File: config.mk
export PLATFORM = sky130hd
export DESIGN_NAME = exe2mem_skid_reg
export DESIGN_NICKNAME = d
export VERILOG_FILES = /design/src/rtl/exe2mem_skid_reg_pkg.sv /design/src/rtl/exe2mem_skid_reg_payload_reg.sv /design/src/rtl/exe2mem_skid_reg.sv
export SDC_FILE = /design/constraint.sdc
export NUM_CORES = 1
export LEC_CHECK = 0
export CORE_AREA = 4 4 137 139
export DETAILED_ROUTE_END_ITERATION = 7
export DIE_AREA = 0 0 141 143
export PLACE_DENSITY = 0.73
export SYNTH_ARGS = -nofsm -noshare
export SYNTH_HDL_FRONTEND = slang
export SYNTH_SLANG_ARGS = --single-unit
File: constraint.sdc
create_clock -name clk -period 7.48 [get_ports clk]
set_input_delay 1.87 -clock clk [delete_from_list [all_inputs] [get_ports clk]]
set_output_delay 1.87 -clock clk [all_outputs]
set_load 0.01 [all_outputs]
File: src/rtl/exe2mem_skid_reg_pkg.sv
// Shared widths, state encoding and payload sizing for the EXE->MEM elastic pipeline register.
package exe2mem_skid_reg_pkg;

    localparam int WORD_LEN          = 32;
    localparam int REG_FILE_ADDR_LEN = 5;

    typedef enum logic [1:0] {
        STATE_EMPTY = 2'd0,
        STATE_HEAD  = 2'd1,
        STATE_FULL  = 2'd2
    } state_t;

    // ALU result + store data + destination + WB_EN/MEM_R_EN/MEM_W_EN.
    function automatic int payload_width(input int word_len, input int addr_len);
        return 2 * word_len + addr_len + 3;
    endfunction

endpackage

File: src/rtl/exe2mem_skid_reg_payload_reg.sv
// Load-enabled register with asynchronous active-high reset; holds one
// instruction's payload (used for both the head and the skid entry).
module payload_reg #(
    parameter int WIDTH = 8
) (
    input  logic             clk,
    input  logic             rst,
    input  logic             load,
    input  logic [WIDTH-1:0] d,
    output logic [WIDTH-1:0] q
);

    // NOTE: sequential state uses non-blocking assignments so every register
    // samples pre-edge values, independent of block evaluation order.
    // NOTE: the data registers are reset too, so a discarded instruction
    // never lingers on the payload outputs after a reset.
    always_ff @(posedge clk or posedge rst) begin
        if (rst) begin
            q <= '0;
        end else if (load) begin
            q <= d;
        end
    end

endmodule

File: src/rtl/exe2mem_skid_reg.sv
// Elastic EXE->MEM pipeline register: 2-entry skid buffer with a registered
// in_ready, so MEM stalls never form a combinational path back into EXE.
module exe2mem_skid_reg #(
    parameter int WORD_LEN          = exe2mem_skid_reg_pkg::WORD_LEN,
    parameter int REG_FILE_ADDR_LEN = exe2mem_skid_reg_pkg::REG_FILE_ADDR_LEN
) (
    input  logic                         clk,
    input  logic                         rst,
    input  logic                         in_valid,
    output logic                         in_ready,
    input  logic [WORD_LEN-1:0]          ALU_result,
    input  logic [WORD_LEN-1:0]          ST_value,
    input  logic [REG_FILE_ADDR_LEN-1:0] dest,
    input  logic                         WB_EN,
    input  logic                         MEM_R_EN,
    input  logic                         MEM_W_EN,
    output logic                         out_valid,
    input  logic                         out_ready,
    output logic [WORD_LEN-1:0]          out_ALU_result,
    output logic [WORD_LEN-1:0]          out_ST_value,
    output logic [REG_FILE_ADDR_LEN-1:0] out_dest,
    output logic                         out_WB_EN,
    output logic                         out_MEM_R_EN,
    output logic                         out_MEM_W_EN,
    output logic [REG_FILE_ADDR_LEN-1:0] fwd_skid_dest,
    output logic                         fwd_skid_WB_EN,
    output logic [1:0]                   occupancy
);

    import exe2mem_skid_reg_pkg::*;

    localparam int PW = payload_width(WORD_LEN, REG_FILE_ADDR_LEN);

    state_t          state;
    state_t          next_state;
    logic            in_fire;
    logic            out_fire;
    logic            head_load;
    logic            skid_load;
    logic [PW-1:0]   in_payload;
    logic [PW-1:0]   head_d;
    logic [PW-1:0]   head_q;
    logic [PW-1:0]   skid_q;
    logic            head_wb_en;
    logic            head_mem_r_en;
    logic            head_mem_w_en;

    assign in_fire    = in_valid & in_ready;
    assign out_fire   = out_valid & out_ready;
    assign in_payload = {ALU_result, ST_value, dest, WB_EN, MEM_R_EN, MEM_W_EN};

    // NOTE: every output of this block is defaulted first, so no path through
    // the case statement can leave a value unassigned and infer a latch.
    always_comb begin
        next_state = state;
        head_load  = 1'b0;
        skid_load  = 1'b0;
        case (state)
            STATE_EMPTY: begin
                if (in_fire) begin
                    next_state = STATE_HEAD;
                    head_load  = 1'b1;
                end
            end
            STATE_HEAD: begin
                if (in_fire && out_fire) begin
                    head_load = 1'b1;
                end else if (in_fire) begin
                    next_state = STATE_FULL;
                    skid_load  = 1'b1;
                end else if (out_fire) begin
                    next_state = STATE_EMPTY;
                end
            end
            STATE_FULL: begin
                // in_ready is already low here, so only the drain side can move.
                if (out_fire) begin
                    next_state = STATE_HEAD;
                    head_load  = 1'b1;
                end
            end
            default: next_state = STATE_EMPTY;
        endcase
    end

    // The skid entry is always the younger one, so it refills the head on drain.
    assign head_d = (state == STATE_FULL) ? skid_q : in_payload;

    always_ff @(posedge clk or posedge rst) begin
        if (rst) begin
            state     <= STATE_EMPTY;
            in_ready  <= 1'b1;
            out_valid <= 1'b0;
        end else begin
            state     <= next_state;
            in_ready  <= (next_state != STATE_FULL);
            out_valid <= (next_state != STATE_EMPTY);
        end
    end

    payload_reg #(.WIDTH(PW)) u_head (
        .clk  (clk),
        .rst  (rst),
        .load (head_load),
        .d    (head_d),
        .q    (head_q)
    );

    payload_reg #(.WIDTH(PW)) u_skid (
        .clk  (clk),
        .rst  (rst),
        .load (skid_load),
        .d    (in_payload),
        .q    (skid_q)
    );

    assign {out_ALU_result, out_ST_value, out_dest,
            head_wb_en, head_mem_r_en, head_mem_w_en} = head_q;

    // Control bits are masked on bubbles; data simply holds its last value.
    assign out_WB_EN    = head_wb_en    & out_valid;
    assign out_MEM_R_EN = head_mem_r_en & out_valid;
    assign out_MEM_W_EN = head_mem_w_en & out_valid;

    assign fwd_skid_dest  = skid_q[3 +: REG_FILE_ADDR_LEN];
    assign fwd_skid_WB_EN = skid_q[2] & (state == STATE_FULL);

    assign occupancy = state;

endmodule
==> results of run 1 <==
[flip-flops by register name, indices dropped and copies added (netlist names)]
signal	count
in_ready	1
occupancy	2
out_valid	1
u_head.q	72
u_skid.q	72
[critical path, cell delays in order]
cell	delay, ns
clkdlybuf4s50_1	0.58
a21boi_2	0.13
o32ai_4	0.29
buf_4	0.43
buf_4	0.72
mux2_4	0.35
[cell families (layout without fill, tap and decap cells)]
family,after synthesis,count (layout)
xor gates and xnor gates,1,1
muxes,216,216
buffers and inverters,99,196
and+or+nand+nor,11,11
DFF,148,148
AOI/OAI and AO/OA,6,6
[worst min path at each step]
| stage | startpoint | end | slack, ns | cells after the start |
|---|---|---|---|---|
| global route | u_skid.q[65] | u_skid.q[65] | 0.52 | 1 |
| detailed placement | u_skid.q[25] | u_skid.q[25] | 0.49 | 1 |
| floorplan | u_head.q[0] | u_head.q[0] | 0.47 | 1 |
| CTS | u_skid.q[25] | u_skid.q[25] | 0.51 | 1 |
| global placement | u_skid.q[19] | u_skid.q[19] | 0.48 | 1 |
| finish | u_skid.q[27] | u_skid.q[27] | 0.50 | 1 |
[metal layers]
| metal | track usage | vias to the layer above | part of all wire |
|---|---|---|---|
| met1 | 0.173 | 2009 | 0.44 |
| met3 | 0.0452 | 11 | 0.055 |
| li1 | - | 1778 | - |
| met4 | 0.0408 | 0 | 0.012 |
| met5 | 0 | - | 0 |
| met2 | 0.238 | 111 | 0.50 |
[layout make-up]
| class | instances | area (µm²) |
|---|---|---|
| fillers | 1464 | 8550 |
| well taps | 229 | 287 |
| multi-input cells | 234 | 2910 |
| clock inverters | 15 | 165 |
| inverters | 2 | 12.5 |
| clock buffers | 17 | 425 |
| repair buffers | 162 | 1610 |
| flip-flops and latches | 148 | 3700 |
[where the power goes]
group	internal [µW]	switching, µW
combinational	1150	605
sequential	1220	248
clock	475	369
[Yosys cell counts (all sizes together)]
| cell type | n | area (µm²) |
|---|---|---|
| dfrtp | 147 | 3680 |
| o21ai | 1 | 5.00 |
| and2 | 4 | 28.8 |
| nand2 | 4 | 15.0 |
| nor2 | 1 | 3.75 |
| a21oi | 2 | 13.8 |
| nand4b | 1 | 8.76 |
| mux2 | 216 | 2760 |
| o32ai | 1 | 27.5 |
| dfstp | 1 | 26.3 |
| o22ai | 1 | 6.26 |
| nand2b | 1 | 6.26 |
| buf | 97 | 786 |
| xor2 | 1 | 8.76 |
| a21boi | 1 | 11.3 |
| inv | 2 | 7.51 |
[per-stage QoR]
stage               utilization  cells  area, µm²  hold slack (ns)  total power [µW]
detailed placement        0.482    775       8520            0.492              3270
global placement          0.482    775       8520            0.485              3200
CTS                       0.516    807       9110            0.507              4130
global route              0.516    807       9110            0.523              4310
finish                    0.516    807       9110            0.500              4070
floorplan                     -    481       7390            0.474              2880
==> impl_results.md, run 1 <==
- Tot GR Track Use: 0.140
- Share of post-route cells with drive strength above 1: 0.453
- Core region area: 0.0177 mm²
- Worst EP arrival: 4.46 ns
- CP Max Fanout: 43
- CTS Buf Count: 17
- RSZ-0062 raised after global routing: no
- MaxCap Viol Count: 0
- Power Density: ~450 mW/mm²
- Commonest non-fill, non-tap cell in the layout: clkdlybuf4s50_1
- Worst r2r src: occupancy[1]
- Final net count: around 640
- Port bufs: about 160
- Multiplexer area fraction after synthesis: 0.373
- Syn avg cell area: roughly 15 µm²
- Setup TNS: 0 ns
- Worst R2R End: u_head.q[71]
- Die area: approximately 0.020 mm²
- Rows: 49
- Synth Area in Adders: 0
- Critical path class: input pin to register
- Post-CTS Setup Bufs: 0
- Clock-pin slew on the worst setup and hold paths: 0.06 ns
- Final Hold Viols: 0
- Synthesized instance count: just under 500
- CP startpoint: out_ready
- Relative slew slack: 0.337
- Post-DP HPWL: slightly above 9000 µm
- Complex-gate fraction of the synthesized area: 0.00864
- Inserted Diodes: 0
- CTS max path bufs: 2
- Drt via density: 4.84
- Worst-Skew Late Latency: 0.41 ns
- Cts hold-fix bufs: 0
- Wire per inst: ~17 µm
- Syn Nets: around 560
- Global route overflow: 0
- Reg2reg setup slack: ~4.7 ns
- Hold WC Path Type: register to register
- Combinational family with the most area after synthesis: multiplexers
- Distinct cells, synth: 21
- Final critical-path required period: 4.17 ns
- Final setup fails: 0
- Critical path capture point: u_head.q[71]
- Initial core utilization: 0.418
- Register bit count reported by yosys: 148
- CTS H-Tree Depth: 4
- CTS tree: built
- Die width: 141 µm
- Pre-Repair DR Iteration Count: 4
- Antenna Violating Nets Remaining: 0
- Status: finished, final reports clean
- Final Max Slew Viols: 0
- Total Wirelength: 13800 µm
- Pin count of the biggest net entering global routing: 77
- Post-Synth Simple-Gate Area: 0.00847
- Sequential element share of the synthesized area: 0.501
- P_leak: about 0.0040 µW
- GP Congestion: between 0.7 and 0.8
- Die span in y: roughly 140 µm
- Synth Area in XOR/XNOR: 0.00119
- First-pass GRT wire length: approximately 22000 µm
- Max Clk Rate: between 0.2 and 0.25 GHz
- Worst Reg-to-Reg Cells: 5
- Via count: 3909
- Most frequent cells in the layout: clkdlybuf4s50_1 (157), dfrtp_1 (147), mux2_2 (130)
- Initial antenna violation count: 0
- Worst Tran Pin Value: approximately 1 ns
- WP data required: 7.77 ns
- Vias in the first global route: 4320
- Pre-CTS setup slack: roughly 2.9 ns
- Startpoint types: input pin
- P&R area growth vs syn: 23.3%
- CTS root buf: clkbuf_16
- # resized after CTS: 0
- Crit. End Element: register
- Worst setup margin: about 3.3 ns
- Clk_skew: approximately 0.0075 ns
- Synth Cell Area: 0.00739 mm²
- VDD IR max: ~0.18 mV
- Num Clock Sinks: 148
- I/O pin total: ~160
- # DRC: 0
- Yosys Warn Count: 0
- Fin crit share: 0.557
- Iter 0 DRT Violations: roughly 120
(Power assumes the default switching activity.)
==> inputs of run 2 (changes only) <==
==> constraint.sdc (replaced) <==
create_clock -name clk -period 4.15 [get_ports clk]
set_input_delay 1.0375 -clock clk [delete_from_list [all_inputs] [get_ports clk]]
set_output_delay 1.0375 -clock clk [all_outputs]
set_load 0.01 [all_outputs]
==> run 2 against run 1 <==
Net effect:
- setup slack lost 2.3 ns
- critical endpoint is now fwd_skid_WB_EN
- largest cell class unchanged
- sequential power grew 80%
- flip-flop and latch count is the same
- clock skew grew 0.0038 ns
==> impl_results.md, run 2 (synthesis gave the netlist of run 1 again) <==
- Final Max Slew Viols: 0 (unchanged)
- P&R area growth vs syn: 24.3%
- Relative slew slack: 0.441 (+0.105)
- Total Wirelength: 14200 µm (+2.7%)
- Rows: 49 (unchanged)
- Final critical-path required period: 3.10 ns
- Die width: 141 µm (unchanged)
- Initial core utilization: 0.418 (unchanged)
- Internal power: 5250 µW (+84%)
- Post-CTS Setup Bufs: 0 (unchanged)
- CP Max Fanout: 32 (-26%)
- Hold WC Path Type: register to register
- Worst EP arrival: 2.06 ns (-2.40 ns)
- Vias in the first global route: 4365 (+1.0%)
- Clock-pin slew on the worst setup and hold paths: 0.06 ns (about the same)
- Most frequent cells in the layout: clkdlybuf4s50_1 (157), dfrtp_1 (147), mux2_2 (130)
- CTS max path bufs: 2 (unchanged)
- Die span in y: 143 µm (unchanged)
- Power share of the clock group: 0.203 (-0.004)
- Sw power: 2160 µW (+77%)
- Worst Tran Pin Value: 0.838 ns (-0.157 ns)
- Core region area: 0.0177 mm² (unchanged)
- Final setup fails: 0 (unchanged)
- Share of post-route cells with drive strength above 1: 0.455 (+0.00204)
- Slowest stage delay, CP: 0.61 ns (-0.11 ns)
- WP data required: 3.11 ns (-4.66 ns)
- GP Congestion: 0.764 (+3.9%)
- CTS H-Tree Depth: 4 (unchanged)
- Initial antenna violation count: 0 (unchanged)
- Via count: 3933 (+0.61%)
- Pre-Repair DR Iteration Count: 4 (unchanged)
- Net Sw Frac: 0.292 (-0.00808)
- Global route overflow: 0 (unchanged)
- CTS root buf: clkbuf_16
- Tot Pwr: 7410 µW (+82%)
- Cells along the critical path: nand2b_4 > nor2_1 > clkdlybuf4s50_1
- Pin count of the biggest net entering global routing: 149 (+94%)
- Tot GR Track Use: 0.145 (+0.00496)
- CP startpoint: occupancy[1]
- Port bufs: 157 (unchanged)
- Setup TNS: 0 ns (unchanged)
- Final Hold Viols: 0 (unchanged)
- Worst-Skew Late Latency: 0.41 ns (about the same)
- Clk_skew: 0.0114 ns (+0.00384 ns)
- Status: finished, final reports clean
- Comb power frac: 0.439 (+0.008)
- Wire per inst: 17.5 µm (+2.1%)
- Die area: 0.0202 mm² (unchanged)
- Cts hold-fix bufs: 0 (unchanged)
- Critical path class: register to output pin
- RSZ-0062 raised after global routing: no
- Startpoint types: register
- Seq pwr share: 0.357 (-0.004)
- VDD IR max: 0.371 mV (+100%)
- # resized after CTS: 0 (unchanged)
- Inserted Diodes: 0 (unchanged)
- Max Clk Rate: 0.323 GHz
- First-pass GRT wire length: 23200 µm (+3.7%)
- CTS tree: built
- # DRC: 0 (unchanged)
- Crit. End Element: output pin
- Power Density: 807 mW/mm² (+81%)
- HP Start: u_skid.q[37]
- MaxCap Viol Count: 0 (unchanged)
- P_leak: 0.00397 µW (+0.52%)
- Final net count: 645 (+0.62%)
- Drt via density: 4.85 (+0.12%)
- CTS Buf Count: 17 (unchanged)
- I/O pin total: 158 (unchanged)
- Post-DP HPWL: 9660 µm (+3.5%)
- Critical-path top delay cell: clkdlybuf4s50_1
- Worst r2r src: occupancy[1]
- Iter 0 DRT Violations: 120 (+2.6%)
- Fin crit share: 0.746
- Num Clock Sinks: 148 (unchanged)
- Antenna Violating Nets Remaining: 0 (unchanged)
- Commonest non-fill, non-tap cell in the layout: clkdlybuf4s50_1
run 2: metrics by stage:
stage | setup WS [ns] | cell area, µm² | cells | hold slack (ns) | util
2_1_floorplan | 1.25 | 7390 | 481 | 0.474 | -
3_3_place_gp | 1.15 | 8600 | 779 | 0.485 | 0.487
3_5_place_dp | 1.06 | 8600 | 779 | 0.495 | 0.487
4_1_cts | 1.01 | 9180 | 811 | 0.509 | 0.520
5_1_grt | 0.934 | 9180 | 811 | 0.520 | 0.520
6_report | 1.05 | 9180 | 811 | 0.503 | 0.520
run 2: cell type report:
type / count / area (µm²)
clock inverters: 12 / 130
inverters: 2 / 11.3
multi-input cells: 234 / 2910
repair buffers: 166 / 1690
fillers: 1472 / 8470
flip-flops and latches: 148 / 3700
clock buffers: 20 / 457
well taps: 229 / 287
run 2: path summary, 6_finish.rpt:
check | to | slack [ns] | cells after the start
max | fwd_skid_WB_EN | 1.05 | 3
min | u_skid.q[37] | 0.50 | 1
max reg2reg | u_head.q[44] | 1.65 | 4
min reg2reg | u_skid.q[37] | 0.50 | 1
max in group asynchronous | occupancy[1] | 2.36 | 3
min in group asynchronous | u_skid.q[62] | 1.22 | 3
run 2: power by group through the flow:
stage                     clock, µW  combinational, µW  sequential, µW
after global placement            0               3210            2620
after CTS                      1550               3310            2660
after global routing           1630               3460            2750
after floorplan                   0               2680            2510
after detailed placement          0               3300            2670
final                          1510               3260            2650
run 2: metal layers:
metal / routed length (µm) / vias to the layer above / track usage
met1: 6110 / 2026 / 0.182
met5: 0 / - / 0
met2: 7130 / 115 / 0.247
met3: 821 / 12 / 0.0455
li1: - / 1780 / -
met4: 123 / 0 / 0.0347
run 2: worst max-delay path, delay by kind of cell (launching register included):
| family | cells | cell delay [ns] |
|---|---|---|
| simple gates | 2 | 0.53 |
| buf+inv | 1 | 0.61 |
| flops | 1 | 0.51 |
